$ cat src/rtl/minmax_pkg.sv
// rtl/minmax_pkg.sv - shared state encoding and default widths for stream_min_max
package minmax_pkg;

  localparam int MINMAX_N_DEFAULT     = 32;
  localparam int MINMAX_CNT_W_DEFAULT = 16;

  typedef enum logic [1:0] {
    S_IDLE  = 2'd0,
    S_ACCUM = 2'd1,
    S_DONE  = 2'd2
  } minmax_state_t;

endpackage

$ cat src/rtl/comparator_lt.sv
// rtl/comparator_lt.sv - signed a < b from the sign of a one-bit-wider difference
module comparator_lt #(
  parameter int N = 32
) (
  input  logic [N-1:0] a,
  input  logic [N-1:0] b,
  output logic         lt
);

  logic [N:0] diff;

  // Sign-extending both operands by one bit makes the subtraction overflow-free,
  // so the top bit of the difference is exactly the signed less-than result.
  assign diff = {a[N-1], a} - {b[N-1], b};
  assign lt   = diff[N];

endmodule

$ cat src/rtl/stream_min_max.sv
// rtl/stream_min_max.sv - signed min/max/count of a beat stream; MINMAX_INDEX_EN adds min/max beat indices
module stream_min_max
  import minmax_pkg::*;
#(
  parameter int N     = MINMAX_N_DEFAULT,
  parameter int CNT_W = MINMAX_CNT_W_DEFAULT
) (
  input  logic                clk,
  input  logic                rst,
  input  logic signed [N-1:0] in_data,
  input  logic                in_valid,
  input  logic                in_last,
  output logic                in_ready,
  output logic                out_valid,
  input  logic                out_ready,
  output logic signed [N-1:0] out_min,
  output logic signed [N-1:0] out_max,
  output logic [CNT_W-1:0]    out_count
`ifdef MINMAX_INDEX_EN
  ,
  output logic [CNT_W-1:0]    out_min_idx,
  output logic [CNT_W-1:0]    out_max_idx
`endif
);

  localparam logic [CNT_W-1:0] CNT_MAX = '1;

  minmax_state_t       state;
  logic signed [N-1:0] min_r;
  logic signed [N-1:0] max_r;
  logic [CNT_W-1:0]    count_r;
  logic                new_min;
  logic                new_max;
`ifdef MINMAX_INDEX_EN
  logic [CNT_W-1:0]    min_idx_r;
  logic [CNT_W-1:0]    max_idx_r;
`endif

  // Handshake flags depend on state alone so no input reaches an output combinationally.
  assign in_ready  = (state != S_DONE);
  assign out_valid = (state == S_DONE);
  assign out_min   = min_r;
  assign out_max   = max_r;
  assign out_count = count_r;
`ifdef MINMAX_INDEX_EN
  assign out_min_idx = min_idx_r;
  assign out_max_idx = max_idx_r;
`endif

  // Strict less-than in both directions so ties keep the earliest beat.
  comparator_lt #(.N(N)) u_lt_min (
    .a  (in_data),
    .b  (min_r),
    .lt (new_min)
  );

  comparator_lt #(.N(N)) u_lt_max (
    .a  (max_r),
    .b  (in_data),
    .lt (new_max)
  );

  // Stream state machine and accumulation; count (and with it the next index) saturates.
  always_ff @(posedge clk) begin
    if (rst) begin
      state   <= S_IDLE;
      min_r   <= '0;
      max_r   <= '0;
      count_r <= '0;
`ifdef MINMAX_INDEX_EN
      min_idx_r <= '0;
      max_idx_r <= '0;
`endif
    end else begin
      case (state)
        S_IDLE: begin
          if (in_valid) begin
            min_r   <= in_data;
            max_r   <= in_data;
            count_r <= CNT_W'(1);
`ifdef MINMAX_INDEX_EN
            min_idx_r <= '0;
            max_idx_r <= '0;
`endif
            state <= in_last ? S_DONE : S_ACCUM;
          end
        end
        S_ACCUM: begin
          if (in_valid) begin
            // count_r equals this beat's zero-based index, already saturated.
            if (new_min) begin
              min_r <= in_data;
`ifdef MINMAX_INDEX_EN
              min_idx_r <= count_r;
`endif
            end
            if (new_max) begin
              max_r <= in_data;
`ifdef MINMAX_INDEX_EN
              max_idx_r <= count_r;
`endif
            end
            if (count_r != CNT_MAX) count_r <= count_r + CNT_W'(1);
            if (in_last) state <= S_DONE;
          end
        end
        S_DONE: begin
          if (out_ready) state <= S_IDLE;
        end
        default: state <= S_IDLE;
      endcase
    end
  end

endmodule

$ cat config.mk
export PLATFORM = sky130hd
export DESIGN_NAME = stream_min_max
export DESIGN_NICKNAME = d
export VERILOG_FILES = /design/src/rtl/minmax_pkg.sv /design/src/rtl/comparator_lt.sv /design/src/rtl/stream_min_max.sv
export SDC_FILE = /design/constraint.sdc
export NUM_CORES = 1
export LEC_CHECK = 0
export ABC_AREA = 0
export CAP_MARGIN = 20
export CORE_UTILIZATION = 35
export CTS_CLUSTER_DIAMETER = 60
export DETAILED_ROUTE_END_ITERATION = 7
export PLACE_DENSITY = 0.63
export REMOVE_ABC_BUFFERS = 1
export SLEW_MARGIN = 20
export SYNTH_ARGS = -nofsm -noshare
export SYNTH_HDL_FRONTEND = slang
export SYNTH_SLANG_ARGS = --single-unit
$ cat constraint.sdc
create_clock -name clk -period 3.3 [get_ports clk]
set_input_delay 0.66 -clock clk [delete_from_list [all_inputs] [get_ports clk]]
set_output_delay 0.66 -clock clk [all_outputs]
set_load 0.005 [all_outputs]
* Word-level counts from Yosys, hierarchy flattened
Index checks and enable logic that the tools add are counted.
Word-level totals: ROM bits 0, output and inout bits 82, register bits 82, memories kept 0, bits in latches 0, bits in writable memories 0
Operators by class: mux-type cells 17, magnitude comparators 0, reduce and logical (&&, ||, !) cells 6, $mul 0, shift-type cells 0, add/subtract/negate cells 3, bitwise operators 0, equal/unequal tests 11, div/mod/pow operators 0
Operator list (count):
- 32-bit two-way mux | 5
- 32-bit case mux with 2 select lines | 2
- 32-bit by 32-bit subtractor with 33-bit output | 2
- 16-bit two-way mux | 3
- 16-bit case mux with 2 select lines | 1
- 16-bit by 1-bit adder with 16-bit output (second input constant) | 1
- 16-bit != test (second input constant) | 1
- 4-bit AND reduction | 4
- 2-bit two-way mux | 5
- 2-bit != test (second input constant) | 5
- 2-bit by 1-bit != test with 1-bit output (second input constant) | 3
- 2-bit case mux with 3 select lines | 1
- 2-bit by 1-bit equality test with 1-bit output (second input constant) | 1
- 2-bit equality test (second input constant) | 1
- 2-bit zero test | 1
- 2-bit nonzero test | 1

* Longest topological paths before layout
Gate-level depths: netlist (run 1).
depth in word-level cells 4, mapped depth 10, gate-level depth less buffers 9

* Cells and area by module
A second synthesis (run 1) with hierarchy kept.
Unflattened totals: cell total of the unflattened synthesis 641, area, all modules 4924.7 sq um
Modules (own cells, without submodules):
- stream_min_max | cells each 415, area an instance 3340.7 sq um, times used 1
- comparator_lt | cells each 113, area an instance 792.0 sq um, times used 2

* Worst setup path before layout (run 1)
No wires, ideal clock.
kind input-to-reg, from input port in_data[31], to register max_r[12], in the netlist out_max[12], stages on the path 10, required time 3228 ps, path slack 469 ps, data arrival time 2759 ps, cell sequence inv_1 ha_1 nand4_2 or4_4 nand2b_4 o2111ai_2 mux2_4 o311ai_4 buf_6 mux2i_1
Between the ends: longest elaborated chain between the ends 3
Ends and longest elaborated chain:
- from (decl) | line stream_min_max.sv:10 | input logic signed [N-1:0] in_data,
- 32-bit by 32-bit subtractor with 33-bit output | line comparator_lt.sv:14 | assign diff = {a[N-1], a} - {b[N-1], b};
- 2-bit by 1-bit != test with 1-bit output (no source line)
- 4-bit AND reduction (no source line)
- to (signal assigned) | line stream_min_max.sv:79 | max_r <= in_data;
- to (signal assigned) | line stream_min_max.sv:98 | max_r <= in_data;
- to (decl) | line stream_min_max.sv:30 | logic signed [N-1:0] max_r;
No other way between the ends. A chain may end at the register's enable or synchronous reset.

* Worst setup path after layout (run 1)
from input port in_data[26], to register max_r[28], in the netlist out_max[28]
Same word-level chain as after synthesis.

==> summary.md, run 1 <==
| Metric | Value |
|---|---|
| Status | finished, final reports clean |
| Number of I/O pins | 119 |
| Slowest-stage cell, CP | or4_4 |
| Nets@finish | 797 |
| Slew margin rel. | 60.3% |
| Die height | 123 um |
| Final Cycle Share | 93.1% |
| First-iteration detailed-routing DRC count | 145 |
| Critical path class | in2reg |
| Worst skew pair latency | 0.34 ns |
| Max Cap Viol | 0 |
| TNS Setup | 0 ns |
| Starting Density | 36.4% |
| Layout cells sized above 1 | 7.55% |
| Area of the multi-input gates | 3120 um^2 |
| WL per Instance | 13.6 um |
| Core Footprint | 14100 um^2 |
| Root Buffer | clkbuf_16 |
| Post-DP HPWL | 9.34 mm |
| VDD IR-drop max | 0.269 mV |
| Post-Place Setup Slack | -0.143 ns |
| Final antenna-violating net count | 0 |
| Fill cells | 1328 |
| Async set-reset flop share out of synthesis | 0% |
| Antenna violations before repair | 0 |
| Antenna Cells | 0 |
| Number of synthesized flops with an enable pin | 0 |
| Global-route wire length before repair | 20.0 mm |
| Seq cells post-synth | 82 |
| Netlist cell types | 47 |
| Post-Syn Area per Cell | 9.09 um^2 |
| Register Area | 1640 um^2 |
| PostCTS Resize Cnt | 0 |
| CTS H-tree depth | 3 |
| Worst Tran Pin Value | 0.595 ns |
| Synth warn | 0 |
| Total Wirelength | 12.0 mm |
| Critical Path Max Stage Delay | 0.55 ns |
| WP data required | 3.56 ns |
| WP data arrival | 3.33 ns |
| Hold crit path type | reg2reg |
| Mapped Area | 5120 um^2 |
| RSZ-0062 raised after global routing | no |
| Total clock sinks | 82 |
| Drt first pass iters | 4 |
| Post-synthesis sequential area ratio | 32.0% |
| Reg clk slew, reported paths | 0.06 ns |
| Clk_skew | 0.00887 ns |
| Pleak | 0.00306 uW |
| Area growth, synth to finish | 36.8% |
| Post-synth top flop | dfxtp_1 |
| PortBufs | 118 |
| PwrDens | 423 nW/um^2 |
| FF-to-FF setup slack | 0.76 ns |
| Setup crit end kind | register |
| # DRC | 0 |
| Final setup fails | 0 |
| F_max | 325 MHz |
| Die ar. | 15100 um^2 |
| Via count | 4181 |
| Clk buf depth | 2 |
| Critical path fanouts, max | 5 |
| Critical-path cell list | clkdlybuf4s50_1, inv_1, ha_1, nand4_1, or4_4, nand2b_4, o2111ai_2, mux2_4, o311ai_4, buf_4, mux2i_1 |
| Largest net degree at the start of global routing | 61 |
| Chip width | 123 um |
| Cells after Synth | 564 |
| Startpoint types | primary input |
| Final Hold Vio Count | 0 |
| Fin. max-slew vios | 0 |
| Post-layout min period | 3.07 ns |
| CTS tree | done |
| Hold-fix buffers, CTS | 0 |
| Total global-route track usage | 16.8% |
| Gr ovfl total | 0 |
| CTS buffer count | 9 |
| Setup Buffers After CTS | 0 |
| Min Hold Slack | 0.491 ns |
| Vias in the first global route | 4192 |
| Vias per inst | 4.74 |
| # rows | 43 |
| Worst Setup Slack, final | 0.226 ns |
| Final GP Congestion | 0.837 |
## flip-flops by register name, summed over array words and instances (netlist names)
| signal | count |
|---|---|
| state | 2 |
| out_max | 32 |
| out_min | 32 |
| out_count | 16 |
## kinds of logic after synthesis
family	synth area share, %
and+or+nand+nor	21.6
AOI/OAI and AO/OA	8.67
adders and majority gates	15.4
DFF	32.0
buffers and inverters	7.32
xor gates and xnor gates	2.22
muxes	12.8
## worst max-delay path, delay by kind of cell
kind	cells	cell delay [ns]
fa+ha+maj	1	0.29
simple gates	3	0.86
mux	2	0.54
compound gates	2	0.21
buf+inv	3	0.78
## synth_stat cells (10+ instances only)
master	instances	area [um^2]
clkbuf_1	10	37.5
nor2_1	27	101
inv_1	67	251
nand2b_1	81	507
a21oi_1	30	150
nand2_1	19	71.3
nand3_1	11	55.1
ha_1	63	788
or2b_1	20	150
dfxtp_1	82	1640
mux2i_1	64	641
nand4_1	13	81.3
## power by group
part | switching (uW) | total, uW | internal, uW
clock network | 422 | 1180 | 761
logic | 288 | 663 | 375
registers | 62.7 | 1120 | 1060
## area by class of cell
type	count	area share, %
clock inverter	6	1.62
clock buffer	10	3.41
multi-input combinational	395	44.5
timing repair buffer	142	20.2
sequential	82	23.4
inverter	67	3.59
tap	180	3.21
## layer usage
metal / vias up / global-route usage [%] / part of all wire, %
met3: 19 / 3.37 / 3.5
met2: 90 / 26.3 / 45
met1: 1903 / 22.4 / 49
li1: 2169 / - / -
met5: - / 0 / 0
met4: 0 / 7.30 / 2.4
## final timing paths
path,end,start,cells after the start
setup / recovery,out_max[28]$_SDFFE_PP0P_,in_data[26],11
hold / removal,out_min[20]$_SDFFE_PP0P_,out_min[20]$_SDFFE_PP0P_,2
setup reg to reg,out_max[28]$_SDFFE_PP0P_,out_max[26]$_SDFFE_PP0P_,9
hold reg to reg,out_min[20]$_SDFFE_PP0P_,out_min[20]$_SDFFE_PP0P_,2
## per-stage QoR
stage	area, um^2	instances	util (%)	total power, uW
floorplan	5000	544	-	1470
global placement	6660	866	47.2	1800
detailed placement	6660	866	47.2	1810
CTS	7010	882	49.8	3010
global route	7010	882	49.8	3130
finish	7010	882	49.8	2970
## placed cells by master (no fill, tap or decap), drive strengths merged, types with 2 or more instances in the layout
| cell type | netlist | final |
|---|---|---|
| clkdlybuf4s50 | 0 | 117 |
| a21oi | 30 | 30 |
| nand4 | 14 | 14 |
| xor2 | 8 | 8 |
| mux2i | 64 | 64 |
| and3 | 2 | 2 |
| inv | 67 | 67 |
| nand3 | 11 | 11 |
| o21a | 2 | 2 |
| bufinv | 0 | 3 |
| buf | 7 | 25 |
| and4 | 5 | 5 |
| a31oi | 2 | 2 |
| clkinvlp | 0 | 2 |
| or2b | 20 | 20 |
| o2111ai | 2 | 2 |
| a2111oi | 2 | 2 |
| o21ai | 10 | 10 |
| nand2b | 82 | 82 |
| nand2 | 21 | 21 |
| ha | 63 | 63 |
| o31a | 2 | 2 |
| clkbuf | 10 | 10 |
| xnor2 | 5 | 5 |
| nor2 | 27 | 27 |
| dfxtp | 82 | 82 |
| a21o | 8 | 8 |
| a211oi | 2 | 2 |
No activity file was read; power rests on OpenSTA's default activity.
==> run 2, diff against run 1 <==
Settings changed: ABC_CLOCK_PERIOD_IN_PS set to 3200.
Clock period 3.3 ns to 3.2 ns, I/O delays scaled along.
==> summary.md, run 2 (synthesized netlist as in run 1, its figures left out) <==
| Metric | Value |
|---|---|
| Gr ovfl total | 0 (unchanged) |
| TNS Setup | 0 ns (unchanged) |
| Final antenna-violating net count | 0 (unchanged) |
| Critical Path Max Stage Delay | 0.56 ns (about the same) |
| Area growth, synth to finish | 36.4% |
| Post-layout min period | 3.05 ns |
| Antenna Cells | 0 (unchanged) |
| Max Cap Viol | 0 (unchanged) |
| Total Wirelength | 12.2 mm (+2.1%) |
| CTS H-tree depth | 3 (unchanged) |
| CTS tree | done |
| Fin. max-slew vios | 0 (unchanged) |
| Worst reg2reg path depth | 9 (unchanged) |
| Slew margin rel. | 59.6% (-0.69 points) |
| Final setup fails | 0 (unchanged) |
| Root Buffer | clkbuf_16 |
| PostCTS Resize Cnt | 0 (unchanged) |
| Reg clk slew, reported paths | 0.07 ns (about the same) |
| CP top delay family | simple AND/OR/NAND/NOR gates |
| Total global-route track usage | 16.8% (-0.059 points) |
| First-iteration detailed-routing DRC count | 116 (-20%) |
| F_max | 328 MHz |
| Critical-path cell list | clkdlybuf4s50_1, inv_1, ha_1, nand4_1, or4_4, nand2b_4, o2111ai_2, mux2_4, o311ai_4, buf_4, mux2i_1 |
| Via count | 4183 (+0.048%) |
| Total clock sinks | 82 (unchanged) |
| Crit path depth | 11 (unchanged) |
| Most common cell after layout, fill and taps aside | clkdlybuf4s50_1 |
| Final GP Congestion | 0.808 (-3.5%) |
| Chip width | 123 um (unchanged) |
| Critical path fanouts, max | 4 (-1) |
| Vias in the first global route | 4220 (+0.67%) |
| Pleak | 0.00306 uW (about the same) |
| Post-placement cell area | 6680 um^2 (+0.34%) |
| PortBufs | 118 (unchanged) |
| Hold crit path type | reg2reg |
| Hold-fix buffers, CTS | 0 (unchanged) |
| Core Footprint | 14100 um^2 (unchanged) |
| Startpoint types | primary input |
| Final Hold Vio Count | 0 (unchanged) |
| WL per Instance | 13.8 um (+1.8%) |
| Finished Cell Area | 6990 um^2 (-0.36%) |
| Final core utilization | 49.6% (-0.18 points) |
| Status | finished, final reports clean |
| Final Cycle Share | 95.2% |
| Die height | 123 um (unchanged) |
| Hold path depth | 1 (-1) |
| WP data required | 3.47 ns (-0.09 ns) |
| Slowest-stage cell, CP | or4_4 |
| Min Hold Slack | 0.485 ns (-0.00593 ns) |
| # rows | 43 (unchanged) |
| Largest net degree at the start of global routing | 61 (unchanged) |
| # DRC | 0 (unchanged) |
| Layout cells sized above 1 | 7.94% (+0.39 points) |
| Clk_skew | 0.00974 ns (+0.000871 ns) |
| CTS buffer count | 9 (unchanged) |
| Fill cells | 1294 (-2.6%) |
| Setup crit end kind | register |
| Most frequent cells in the layout | 117 x clkdlybuf4s50_1, 82 x dfxtp_1, 81 x nand2b_1 |
| Vias per inst | 4.73 (-0.29%) |
| Worst Tran Pin Value | 0.606 ns (+0.0103 ns) |
| Register Area | 1640 um^2 (unchanged) |
| Area of the multi-input gates | 3120 um^2 (unchanged) |
| Starting Density | 36.4% (unchanged) |
| Antenna violations before repair | 0 (unchanged) |
| Die ar. | 15100 um^2 (unchanged) |
| Global-route wire length before repair | 19.8 mm (-1.3%) |
| Setup Buffers After CTS | 0 (unchanged) |
| Post-DP HPWL | 9.49 mm (+1.5%) |
| Critical path class | in2reg |
| VDD IR-drop max | 0.223 mV (-17%) |
| Clk buf depth | 2 (unchanged) |
| RSZ-0062 raised after global routing | no |
| Bufs and invs on worst path | 3 (unchanged) |
| PwrDens | 417 nW/um^2 (-1.6%) |
| Drt first pass iters | 4 (unchanged) |
| Number of I/O pins | 119 (unchanged) |
| Worst skew pair latency | 0.35 ns (about the same) |
| WP data arrival | 3.32 ns (about the same) |
| Nets@finish | 800 (+0.38%) |
==> run 2: cell types whose count changed in the layout (fill, tap and decap cells not counted), sizes merged <==
cell	previous run	this run
clkinv	1	5
bufinv	3	1
clkinvlp	2	0
buf	25	28
==> run 2: area by class of cell <==
class                      count  area share, %
sequential                    82           23.5
multi-input combinational    395           44.7
inverter                      67           3.60
timing repair buffer         145           20.6
clock buffer                  10           3.42
tap                          180           3.22
clock inverter                 6          0.949
==> run 2: where the power goes <==
| part | switching [uW] | leakage (uW) | total, uW | internal [uW] |
|---|---|---|---|---|
| clock network | 437 | 0.000152 | 1060 | 627 |
| registers | 65.5 | 0.000673 | 1160 | 1090 |
| logic | 300 | 0.00223 | 690 | 389 |
==> run 2: final timing paths <==
kind | startpoint | endpoint | slack (ns)
setup reg to reg | out_max[26]$_SDFFE_PP0P_ | out_max[17]$_SDFFE_PP0P_ | 0.67
hold reg to reg | state[1]$_SDFFE_PP0P_ | state[0]$_SDFFE_PP0P_ | 0.49
setup / recovery | in_data[26] | out_max[17]$_SDFFE_PP0P_ | 0.15
hold / removal | state[1]$_SDFFE_PP0P_ | state[0]$_SDFFE_PP0P_ | 0.49
==> run 2: per-layer routing <==
metal,track usage [%],up-vias,wire [um]
met5,0,-,0
met4,7.00,0,239
met3,2.77,15,367
met2,28.3,78,5630
met1,21.1,1906,6000
li1,-,2184,-
==> run 2: through the flow <==
step	power, uW	cells	setup slack, ns
after detailed placement	1870	869	-0.220
after CTS	2950	885	0.134
after floorplan	1520	544	-0.449
after global routing	3060	885	0.0127
final	2910	885	0.154
after global placement	1860	869	-0.138
